**src/rtl/iomem_timer_pwm.sv**
```systemverilog
// Timer/PWM peripheral on the picosoc iomem bus: free-running counter with
// period/compare, registered PWM pin and level interrupt (WRAP && IRQ_EN).
// Latency: 1 cycle (ready the cycle after select); no stalls, one access per 2 cycles max.
// Ports: clk/reset (async active-high); iomem_valid/wstrb/addr/wdata in;
//        iomem_ready/iomem_rdata out (rdata holds while ready=0); pwm_out; irq.
module iomem_timer_pwm #(
  parameter logic [7:0]  BASE_ADDR = 8'h04,
  parameter int unsigned WIDTH     = 16
) (
  input  logic        clk,
  input  logic        reset,
  input  logic        iomem_valid,
  input  logic [3:0]  iomem_wstrb,
  input  logic [31:0] iomem_addr,
  input  logic [31:0] iomem_wdata,
  output logic        iomem_ready,
  output logic [31:0] iomem_rdata,
  output logic        pwm_out,
  output logic        irq
);

  localparam logic [2:0] REG_CTRL   = 3'd0;
  localparam logic [2:0] REG_PERIOD = 3'd1;
  localparam logic [2:0] REG_CMP    = 3'd2;
  localparam logic [2:0] REG_COUNT  = 3'd3;
  localparam logic [2:0] REG_STATUS = 3'd4;

  logic             ready_q, ready_d;
  logic [31:0]      rdata_q, rdata_d;
  logic             en_q, en_d;
  logic             irq_en_q, irq_en_d;
  logic             oneshot_q, oneshot_d;
  logic [WIDTH-1:0] period_q, period_d;
  logic [WIDTH-1:0] cmp_q, cmp_d;
  logic [WIDTH-1:0] count_q, count_d;
  logic             wrap_q, wrap_d;
  logic             pwm_q, pwm_d;
  logic             irq_q, irq_d;

  logic             sel, wr;
  logic [2:0]       reg_idx;
  logic [31:0]      rd_val;
  logic             wrap_set, wrap_clr;

  // Only the slot byte and the register index participate in decode.
  logic unused_addr_bits;
  assign unused_addr_bits = ^{iomem_addr[23:5], iomem_addr[1:0]};

  // Byte-lane merge; lanes beyond WIDTH simply have no bits to update.
  function automatic logic [WIDTH-1:0] merge_bytes(input logic [WIDTH-1:0] old_v,
                                                   input logic [31:0]      new_v,
                                                   input logic [3:0]       strb);
    logic [WIDTH-1:0] r;
    r = old_v;
    for (int i = 0; i < int'(WIDTH); i++) begin
      if (strb[i[4:3]]) r[i] = new_v[i];
    end
    return r;
  endfunction

  // !ready_q blocks a held valid from being accepted twice.
  assign sel     = iomem_valid && !ready_q && (iomem_addr[31:24] == BASE_ADDR);
  assign wr      = sel && (iomem_wstrb != 4'b0000);
  assign reg_idx = iomem_addr[4:2];

  always_comb begin
    rd_val = '0;
    case (reg_idx)
      REG_CTRL:   rd_val[2:0]       = {oneshot_q, irq_en_q, en_q};
      REG_PERIOD: rd_val[WIDTH-1:0] = period_q;
      REG_CMP:    rd_val[WIDTH-1:0] = cmp_q;
      REG_COUNT:  rd_val[WIDTH-1:0] = count_q;
      REG_STATUS: rd_val[0]         = wrap_q;
      default:    rd_val            = '0;
    endcase
  end

  always_comb begin
    ready_d   = sel;
    rdata_d   = sel ? rd_val : rdata_q;
    en_d      = en_q;
    irq_en_d  = irq_en_q;
    oneshot_d = oneshot_q;
    period_d  = period_q;
    cmp_d     = cmp_q;
    count_d   = count_q;
    wrap_set  = 1'b0;
    wrap_clr  = 1'b0;

    if (en_q) begin
      if (count_q >= period_q) begin
        count_d  = '0;
        wrap_set = 1'b1;
        if (oneshot_q) en_d = 1'b0;
      end else begin
        count_d = count_q + WIDTH'(1);
      end
    end

    // Bus writes come after the counter so a software EN write overrides
    // the one-shot auto-clear in the same cycle.
    if (wr) begin
      case (reg_idx)
        REG_CTRL: begin
          if (iomem_wstrb[0]) begin
            en_d      = iomem_wdata[0];
            irq_en_d  = iomem_wdata[1];
            oneshot_d = iomem_wdata[2];
          end
        end
        REG_PERIOD: period_d = merge_bytes(period_q, iomem_wdata, iomem_wstrb);
        REG_CMP:    cmp_d    = merge_bytes(cmp_q, iomem_wdata, iomem_wstrb);
        REG_STATUS: wrap_clr = iomem_wstrb[0] && iomem_wdata[0];
        default:    ;
      endcase
    end

    // A wrap in the same cycle as the W1C keeps the flag set.
    wrap_d = wrap_set ? 1'b1 : (wrap_clr ? 1'b0 : wrap_q);
    pwm_d  = en_q && (count_q < cmp_q);
    irq_d  = wrap_q && irq_en_q;
  end

  always_ff @(posedge clk or posedge reset) begin
    if (reset) begin
      ready_q   <= 1'b0;
      rdata_q   <= '0;
      en_q      <= 1'b0;
      irq_en_q  <= 1'b0;
      oneshot_q <= 1'b0;
      period_q  <= '0;
      cmp_q     <= '0;
      count_q   <= '0;
      wrap_q    <= 1'b0;
      pwm_q     <= 1'b0;
      irq_q     <= 1'b0;
    end else begin
      ready_q   <= ready_d;
      rdata_q   <= rdata_d;
      en_q      <= en_d;
      irq_en_q  <= irq_en_d;
      oneshot_q <= oneshot_d;
      period_q  <= period_d;
      cmp_q     <= cmp_d;
      count_q   <= count_d;
      wrap_q    <= wrap_d;
      pwm_q     <= pwm_d;
      irq_q     <= irq_d;
    end
  end

  assign iomem_ready = ready_q;
  assign iomem_rdata = rdata_q;
  assign pwm_out     = pwm_q;
  assign irq         = irq_q;

endmodule

```
**config.mk**
```make
export PLATFORM = sky130hd
export DESIGN_NAME = iomem_timer_pwm
export DESIGN_NICKNAME = d
export VERILOG_FILES = /design/src/rtl/iomem_timer_pwm.sv
export SDC_FILE = /design/constraint.sdc
export NUM_CORES = 1
export LEC_CHECK = 0
export CAP_MARGIN = 20
export CORE_ASPECT_RATIO = 0.8
export CORE_MARGIN = 5
export CORE_UTILIZATION = 41
export DETAILED_ROUTE_END_ITERATION = 16
export PLACE_DENSITY = 0.69
export SLEW_MARGIN = 25
export SYNTH_ARGS = -nofsm -noshare
export SYNTH_HDL_FRONTEND = slang
export SYNTH_SLANG_ARGS = --single-unit
```
**constraint.sdc**
```tcl
create_clock -name clk -period 3.4 [get_ports clk]
set_input_delay 1.02 -clock clk [delete_from_list [all_inputs] [get_ports clk]]
set_output_delay 1.02 -clock clk [all_outputs]
set_load 0.02 [all_outputs]
```
## After elaboration in Yosys (flattened, before gate mapping)

Index checks and enable logic that the tools add are counted.

- Bits in registers: 71
- Output and inout port bits: 35
- Word-level logic and storage cells: 52

- Add/sub/neg operators: 1
- Order comparisons: 2
- Equality and inequality tests: 5
- Multiplexer cells: 16
- Reductions and logical operators: 15

Operators by type and width:

| cell | number |
|---|---|
| $pmux W13 S3 | 1 |
| $add A16 B1 Y16 const B | 1 |
| $ge A16 B16 Y1 | 1 |
| $lt A16 B16 Y1 | 1 |
| $mux W16 | 1 |
| $reduce_and A3 Y1 | 5 |
| $mux W1 | 12 |
| $eq A8 B3 Y1 const B | 1 |
| $pmux W2 S4 | 1 |
| $eq A3 B2 Y1 const B | 2 |
| $logic_and A1 B1 Y1 | 6 |
| $pmux W1 S5 | 1 |
| $reduce_bool A4 Y1 | 1 |
| $eq A3 B1 Y1 const B | 1 |
| $eq A3 B3 Y1 const B | 1 |
| $logic_not A3 Y1 | 1 |
| $reduce_bool A2 Y1 | 1 |
| $logic_not A1 Y1 | 1 |

## Depth between registers and ports, before layout

Gate-level depths: netlist of the first run.

- Depth in word-level cells: 7
- Depth in mapped cells: 8
- Mapped depth without buffers: 7

## Worst setup path before layout of the first run

Ideal clock, no wire load.

- Path kind: input to register
- From: input iomem_addr[25]
- To: register cmp_q[7]
- Setup time: 128 ps
- Arrival: 2270 ps
- Data required time: 3272 ps
- Path slack: 1002 ps
- Stages on the path: 5
- Path buffers: 0
- Cell sequence: nor4b_4 nand4_4 nor3_4 nand3_4 mux2_1

- Longest elaborated chain between the ends: 4

Ends and longest elaborated chain:

| item | line | text |
|---|---|---|
| start, declared | 14 | `input logic [31:0] iomem_addr,` |
| $eq A8 B3 Y1 | 62 | `assign sel = iomem_valid && !ready_q && (iomem_addr[31:24] == BASE_ADDR);` |
| $logic_and A1 B1 Y1 | 62 |  |
| $logic_and A1 B1 Y1 | 63 | `assign wr = sel && (iomem_wstrb != 4'b0000);` |
| $reduce_and A3 Y1 (no source line) | - |  |
| end signal, assigned | 144 | `cmp_q <= cmp_d;` |
| end, declared | 34 | `logic [WIDTH-1:0] cmp_q, cmp_d;` |

Every way passes these cells.
A chain may end at the register's enable or synchronous reset.

## Worst setup path in the final report of the first run

- From: input iomem_addr[25]
- To: register period_q[8]

- Longest elaborated chain between the ends: 4

Ends and longest elaborated chain:

| item | line | text |
|---|---|---|
| $eq A8 B3 Y1 | 62 |  |
| $logic_and A1 B1 Y1 | 62 |  |
| $logic_and A1 B1 Y1 | 63 |  |
| $reduce_and A3 Y1 (no source line) | - |  |
| end signal, assigned | 143 | `period_q <= period_d;` |
| end, declared | 33 | `logic [WIDTH-1:0] period_q, period_d;` |

Every way passes these cells.

==> flow_summary.rst, run 1 <==
.. list-table::
   :header-rows: 1

   * - Metric
     - Value
   * - Die height
     - 100 um
   * - Leading cell type by number of instances after synthesis
     - dfrtp_1
   * - Actual transition at the worst max-transition pin
     - 0.600 ns
   * - Net count of the finished layout
     - 584
   * - Estimated wirelength of the detail-placed design
     - 7340 um
   * - MaxCap Viol Count
     - 0
   * - Number of cells upsized or downsized after cts
     - 0
   * - Area of the multi-input gates
     - 2140 sq um
   * - Die area
     - 12,400 sq um
   * - Buffer levels on the longest clock path
     - 2
   * - Mean area per synthesized cell
     - 9.91 sq um
   * - Clock slew seen by the registers of the worst setup and hold paths
     - 0.06 ns
   * - Register Area
     - 1780 sq um
   * - Global route overflow
     - 0
   * - Number of hold buffers added after CTS
     - 0
   * - Total net switching power
     - 712 uW
   * - Result of the run
     - finished clean
   * - Data required, critical path
     - 3.64 ns
   * - Detailed-route via count
     - 3,152
   * - Vias in the first global route
     - 3,182
   * - Fraction of power spent switching nets
     - 29.2%
   * - Comb pwr share
     - 20.1%
   * - Worst-case setup margin in the final layout
     - 0.769 ns
   * - Detail-routed via count per cell
     - 5.04
   * - Sequential group share of total power
     - 40.7%
   * - TritonCTS buffer count
     - 9
   * - Sum of negative setup slack
     - 0 ns
   * - Antenna violation net count after detailed routing
     - 0
   * - Clock Skew
     - 0.00680 ns
   * - Number of levels in the clock H-tree
     - 3
   * - Width of the die
     - 123 um
   * - Clock network fraction of total power
     - 39.2%
   * - WL/cell
     - 15.3 um
   * - Number of placement rows
     - 33
   * - Ys async rst share
     - 100%
   * - R2R cell count
     - 7
   * - Clock Latency Late Sink
     - 0.33 ns
   * - Final critical delay including setup and external delays
     - 2.63 ns
   * - Post-Syn Area
     - 4190 sq um
   * - Reg2Reg Launch Point
     - count_q[13]
   * - Relative slew slack
     - 59.0%
   * - Number of clock sinks
     - 71
   * - Wire length of the first global-routing pass
     - 15,600 um
   * - Static Leak
     - 0.00241 uW
   * - CTS Root Buffer Type
     - clkbuf_16
   * - DRC violation total after the first TritonRoute iteration
     - 159
   * - I/O Pins
     - 106
   * - Leading post-synthesis cells by cell area
     - dfrtp_1, ha_1, mux2_2, nand2_1, inv_1
   * - Synthesized netlist cell count
     - 423
   * - Number of antenna violations at the first check in global routing
     - 0
   * - Flop and latch count out of synthesis
     - 71
   * - Setup repair after global routing missed its margin
     - false
   * - Area leader, netlist
     - dfrtp_1
   * - Final Setup Violations
     - 0
   * - Post-synth top flop
     - dfrtp_1
   * - Endpoint class of the critical path
     - register
   * - Gp weighted congestion
     - 0.878
   * - Last element of the critical path
     - period_q[8]
   * - Post-synthesis sequential area ratio
     - 42.4%
   * - Worst vdd ir
     - 0.284 mV
   * - Post-CTS Setup Bufs
     - 0
   * - Path type of the worst setup path
     - input port to register
   * - # DRC
     - 0
   * - Core Box Area
     - 10,100 sq um
   * - Reg-to-reg slack, setup
     - 0.89 ns
   * - Count of buffers from port buffering
     - 50
   * - Fin. Hold Viols
     - 0
   * - Yosys synthesis warning count
     - 0
   * - Antenna Cells
     - 0
   * - Most frequent cells after synthesis
     - dfrtp_1, nand2_1, inv_1
   * - Clock tree from TritonCTS
     - yes
   * - Filler cell count in the final layout
     - 923
   * - Share of cells above drive strength 1
     - 11.7%
   * - Synth top area share
     - 42.4%
   * - Number of pins with negative max-slew slack in the final report
     - 0
   * - Endpoint arrival time on the critical path
     - 2.87 ns
   * - Internal portion of total power
     - 1720 uW
   * - Start point of the critical path
     - iomem_addr[25]
   * - Total global routing track utilization
     - 16.0%
   * - Destination of the worst register-to-register timing path
     - count_q[7]
   * - Initial DRT Pass Iterations
     - 4
   * - Largest net degree at the start of global routing
     - 38
   * - Startpoint kind of the worst setup timing path
     - input port
   * - Peak Freq
     - 380 MHz
   * - Max Fanout on Critical Path
     - 32
   * - Tightest Hold Check Type
     - register to register
   * - Final Cycle Share
     - 77.4%
   * - Layout-stage area growth over the synthesis result
     - 22.9%
   * - Sum of routed wire length over all layers
     - 9550 um
   * - Library cells used by synthesis
     - 47
   * - Starting Density
     - 41.4%
   * - Worst slack after detailed placement
     - 0.421 ns
   * - Number of flops mapped to enable cells by yosys
     - 0
   * - Power Dens Cells
     - 473 nW/um^2
## area by class of cell
type | count | area share, %
inverters | 41 | 2.99
repair buffers | 62 | 11.7
clock inverters | 6 | 1.34
multi-input cells | 296 | 41.5
clock buffers | 10 | 4.64
flip-flops and latches | 71 | 34.5
well taps | 140 | 3.40
## power groups by stage
stage                     clock [uW]  sequential, uW  combinational, uW
final                            955             991                488
after global routing            1010             999                548
after CTS                        964             989                490
after detailed placement           0            1000                483
after global placement             0             998                464
after floorplan                    0             983                341
## metrics by stage
stage	std cells	hold slack, ns	power (uW)	utilization (%)	cell area, sq um
2_1_floorplan	438	0.467	1320	-	4250
3_3_place_gp	610	0.462	1460	47.9	4840
3_5_place_dp	610	0.466	1490	47.9	4840
4_1_cts	626	0.478	2440	50.9	5150
5_1_grt	626	0.508	2560	50.9	5150
6_report	626	0.471	2430	50.9	5150
## logic make-up (layout without fill, tap and decap cells)
kind of cell	count (synthesis)	after routing	synth area share (%)
AND/OR/NAND/NOR	125	125	16.3
AO/OA/AOI/OAI	74	74	10.9
flip-flops	71	71	42.4
buffers and inverters	71	119	8.00
multiplexers	36	36	10.0
adder cells (fa/ha/maj)	32	32	9.55
XOR/XNOR	13	13	2.72
other	1	16	0.0895
## flip-flops by register name (all words and copies together) (netlist names), 16 cells and up
name         count
cmp_q           16
count_q         16
iomem_rdata     16
period_q        16
## critical path: stages
cell and delay, ns:
clkdlybuf4s50_1 0.44, nor4b_4 0.31, nand4_4 0.21, buf_4 0.29, nor4_4 0.22, buf_4 0.23, nand2_1 0.07, o21ai_0 0.08
## how the worst min path moves through the flow
stage,startpoint,end,slack (ns),cells after the start
CTS,iomem_rdata[15],iomem_rdata[15],0.48,2
finish,iomem_rdata[14],iomem_rdata[14],0.47,2
global route,iomem_rdata[14],iomem_rdata[14],0.51,2
floorplan,irq_en_q,irq,0.47,1
detailed placement,iomem_rdata[15],iomem_rdata[15],0.47,2
global placement,iomem_rdata[4],iomem_rdata[4],0.46,2
## per-layer routing
metal  global-route usage [%]  up-vias  share of wire (%)
li1                         -     1559                  -
met1                     21.5     1499                 46
met2                     26.9       85                 47
met3                     2.87        9                6.0
met4                     3.74        0               0.89
met5                        0        -                  0
## cells in the final DEF (no fill, tap or decap), types with 14 or more instances in the layout
master,Yosys,final
mux2i_1,15,15
dfrtp_1,71,71
conb_1,1,16
o31ai_1,14,14
clkdlybuf4s50_1,0,50
mux2_2,17,17
nor2_1,35,35
a21oi_1,21,21
inv_1,41,40
ha_1,32,32
o21ai_0,22,22
nand2_1,48,48
(Power assumes the default switching activity.)
==> inputs of run 2 (changes only) <==
==> constraint.sdc (replaced) <==
create_clock -name clk -period 2.6 [get_ports clk]
set_input_delay 0.78 -clock clk [delete_from_list [all_inputs] [get_ports clk]]
set_output_delay 0.78 -clock clk [all_outputs]
set_load 0.02 [all_outputs]
==> flow_summary.rst, run 2 (same netlist as run 1, synthesis figures left out) <==
.. list-table::
   :header-rows: 1

   * - Metric
     - Value
   * - Endpoint class of the critical path
     - register
   * - Startpoint kind of the worst setup timing path
     - register
   * - Final Cycle Share
     - 89.4%
   * - Most frequent standard cell in the layout excluding fill and tap cells
     - dfrtp_1
   * - Buffer levels on the longest clock path
     - 2 (unchanged)
   * - Final Setup Violations
     - 0 (unchanged)
   * - Number of pins with negative max-slew slack in the final report
     - 0 (unchanged)
   * - Final critical delay including setup and external delays
     - 2.33 ns
   * - Clock network fraction of total power
     - 40.4% (+1.2 points)
   * - Start point of the critical path
     - count_q[12]
   * - WL/cell
     - 15.5 um (+1.9%)
   * - Comb pwr share
     - 20.1% (about the same)
   * - Clock tree from TritonCTS
     - yes
   * - Core Util, Final
     - 51.5% (+0.54 points)
   * - MaxCap Viol Count
     - 0 (unchanged)
   * - Clock Skew
     - 0.00491 ns (-0.00190 ns)
   * - Number of cells upsized or downsized after cts
     - 0 (unchanged)
   * - Post-placement cell count
     - 612 (+0.33%)
   * - Global route overflow
     - 0 (unchanged)
   * - Antenna violation net count after detailed routing
     - 0 (unchanged)
   * - Worst vdd ir
     - 0.373 mV (+32%)
   * - Initial DRT Pass Iterations
     - 4 (unchanged)
   * - Endpoint arrival time on the critical path
     - 2.54 ns (-0.33 ns)
   * - Number of clock sinks
     - 71 (unchanged)
   * - Power Dens Cells
     - 625 nW/um^2 (+32%)
   * - Delay of the slowest cell on the worst path
     - 0.45 ns (about the same)
   * - Path type of the worst setup path
     - register to register
   * - Sequence of cells on the critical path
     - ha_1 > nand4_1 > nor3_1 > o2111ai_1 > a31oi_1 > buf_4 > nor2_1
   * - Core Box Area
     - 10,100 sq um (unchanged)
   * - Worst-case setup margin in the final layout
     - 0.274 ns (-0.495 ns)
   * - Antenna Cells
     - 0 (unchanged)
   * - Gp weighted congestion
     - 0.855 (-2.6%)
   * - Max Fanout on Critical Path
     - 14 (-56%)
   * - Wire length of the first global-routing pass
     - 16,300 um (+4.4%)
   * - Internal portion of total power
     - 2320 uW (+35%)
   * - Total net switching power
     - 933 uW (+31%)
   * - HP Start
     - iomem_rdata[4]
   * - Actual transition at the worst max-transition pin
     - 0.611 ns (+0.0112 ns)
   * - Clock slew seen by the registers of the worst setup and hold paths
     - 0.06 ns (about the same)
   * - Sum of routed wire length over all layers
     - 9760 um (+2.2%)
   * - Count of buffers from port buffering
     - 50 (unchanged)
   * - Vias in the first global route
     - 3,294 (+3.5%)
   * - Layout-stage area growth over the synthesis result
     - 24.2%
   * - Number of levels in the clock H-tree
     - 3 (unchanged)
   * - Total global routing track utilization
     - 16.9% (+0.96 points)
   * - Share of cells above drive strength 1
     - 12.1% (+0.36 points)
   * - Reg2Reg Launch Point
     - count_q[12]
   * - Detailed-route via count
     - 3,172 (+0.63%)
   * - Cell area after layout
     - 5210 sq um (+1.1%)
   * - Estimated wirelength of the detail-placed design
     - 7270 um (-1.0%)
   * - Worst slack after detailed placement
     - -0.0381 ns (-0.459 ns)
   * - Die area
     - 12,400 sq um (unchanged)
   * - Starting Density
     - 41.4% (unchanged)
   * - Peak Freq
     - 430 MHz
   * - Width of the die
     - 123 um (unchanged)
   * - Number of antenna violations at the first check in global routing
     - 0 (unchanged)
   * - Post-CTS Setup Bufs
     - 0 (unchanged)
   * - Number of placement rows
     - 33 (unchanged)
   * - Setup repair after global routing missed its margin
     - false
   * - Placement Cell Area
     - 4880 sq um (+0.83%)
   * - CTS Root Buffer Type
     - clkbuf_16
   * - Data required, critical path
     - 2.81 ns (-0.83 ns)
   * - Commonest cells after routing, fill and taps aside
     - dfrtp_1, clkdlybuf4s50_1, nand2_1
   * - TritonCTS buffer count
     - 9 (unchanged)
   * - Tightest Hold Check Type
     - register to register
   * - Die height
     - 100 um (unchanged)
   * - Largest net degree at the start of global routing
     - 72 (+89%)
   * - I/O Pins
     - 106 (unchanged)
   * - Result of the run
     - finished clean
   * - Number of hold buffers added after CTS
     - 0 (unchanged)
   * - Detail-routed via count per cell
     - 5.05 (+0.31%)
   * - Net count of the finished layout
     - 586 (+0.34%)
   * - DRC violation total after the first TritonRoute iteration
     - 228 (+43%)
   * - Fraction of power spent switching nets
     - 28.7% (-0.58 points)
   * - # DRC
     - 0 (unchanged)
   * - Clock Latency Late Sink
     - 0.33 ns (about the same)
   * - Sequential group share of total power
     - 39.5% (-1.2 points)
   * - Slowest stage cell on the critical path
     - dfrtp_1
   * - Final standard cell count with taps included and fillers excluded
     - 628 (+0.32%)
   * - Static Leak
     - 0.00244 uW (+1.3%)
   * - Fin. Hold Viols
     - 0 (unchanged)
   * - Sum of negative setup slack
     - 0 ns (unchanged)
   * - Relative slew slack
     - 58.2% (-0.77 points)
## run 2: cell count changes in the layout (fill, tap and decap cells not counted), sizes merged
cell	delta
bufinv	+1
buf	+2
clkinv	+3
clkinvlp	-2
clkbuf	-1
inv	-1
## run 2: final timing paths
kind | endpoint | cells after the start | slack, ns
setup / recovery | count_q[3] | 7 | 0.27
setup reg to reg | count_q[3] | 7 | 0.27
hold / removal | iomem_rdata[4] | 2 | 0.47
hold reg to reg | iomem_rdata[4] | 2 | 0.47
min in group asynchronous | irq_en_q | 3 | 0.85
max in group asynchronous | count_q[3] | 3 | 1.46
## run 2: worst max-delay path: cells and delay by family (launching register included)
family	cells	cell delay, ns
adders and majority gates	1	0.31
AOI/OAI and AO/OA	2	0.59
buffers and inverters	1	0.23
and+or+nand+nor	3	0.63
DFF	1	0.45
## run 2: metal layers
layer | GRT usage [%] | vias up | share of wire, %
li1 | - | 1549 | -
met1 | 22.1 | 1516 | 44
met2 | 26.6 | 90 | 47
met3 | 5.07 | 17 | 7.7
met4 | 6.21 | 0 | 1.5
met5 | 0 | - | 0
## run 2: power by group through the flow
stage	combinational, uW	sequential (uW)	clock [uW]
2_1_floorplan	446	1290	0
3_3_place_gp	625	1300	0
3_5_place_dp	635	1300	0
4_1_cts	656	1290	1340
5_1_grt	736	1300	1410
6_report	655	1290	1310
## run 2: area by class of cell
type,count,area (sq um)
Clock buffer,9,225
Clock inverter,7,97.6
Fill cell,878,4910
Inverter,41,154
Multi-Input combinational cell,296,2140
Sequential cell,71,1780
Tap cell,140,175
Timing Repair Buffer,64,643
## run 2: through the flow
step                      hold slack, ns  total power (uW)
after detailed placement           0.466              1940
after global routing               0.505              3450
final                              0.474              3260
after CTS                          0.478              3280
after floorplan                    0.467              1730
after global placement             0.461              1930
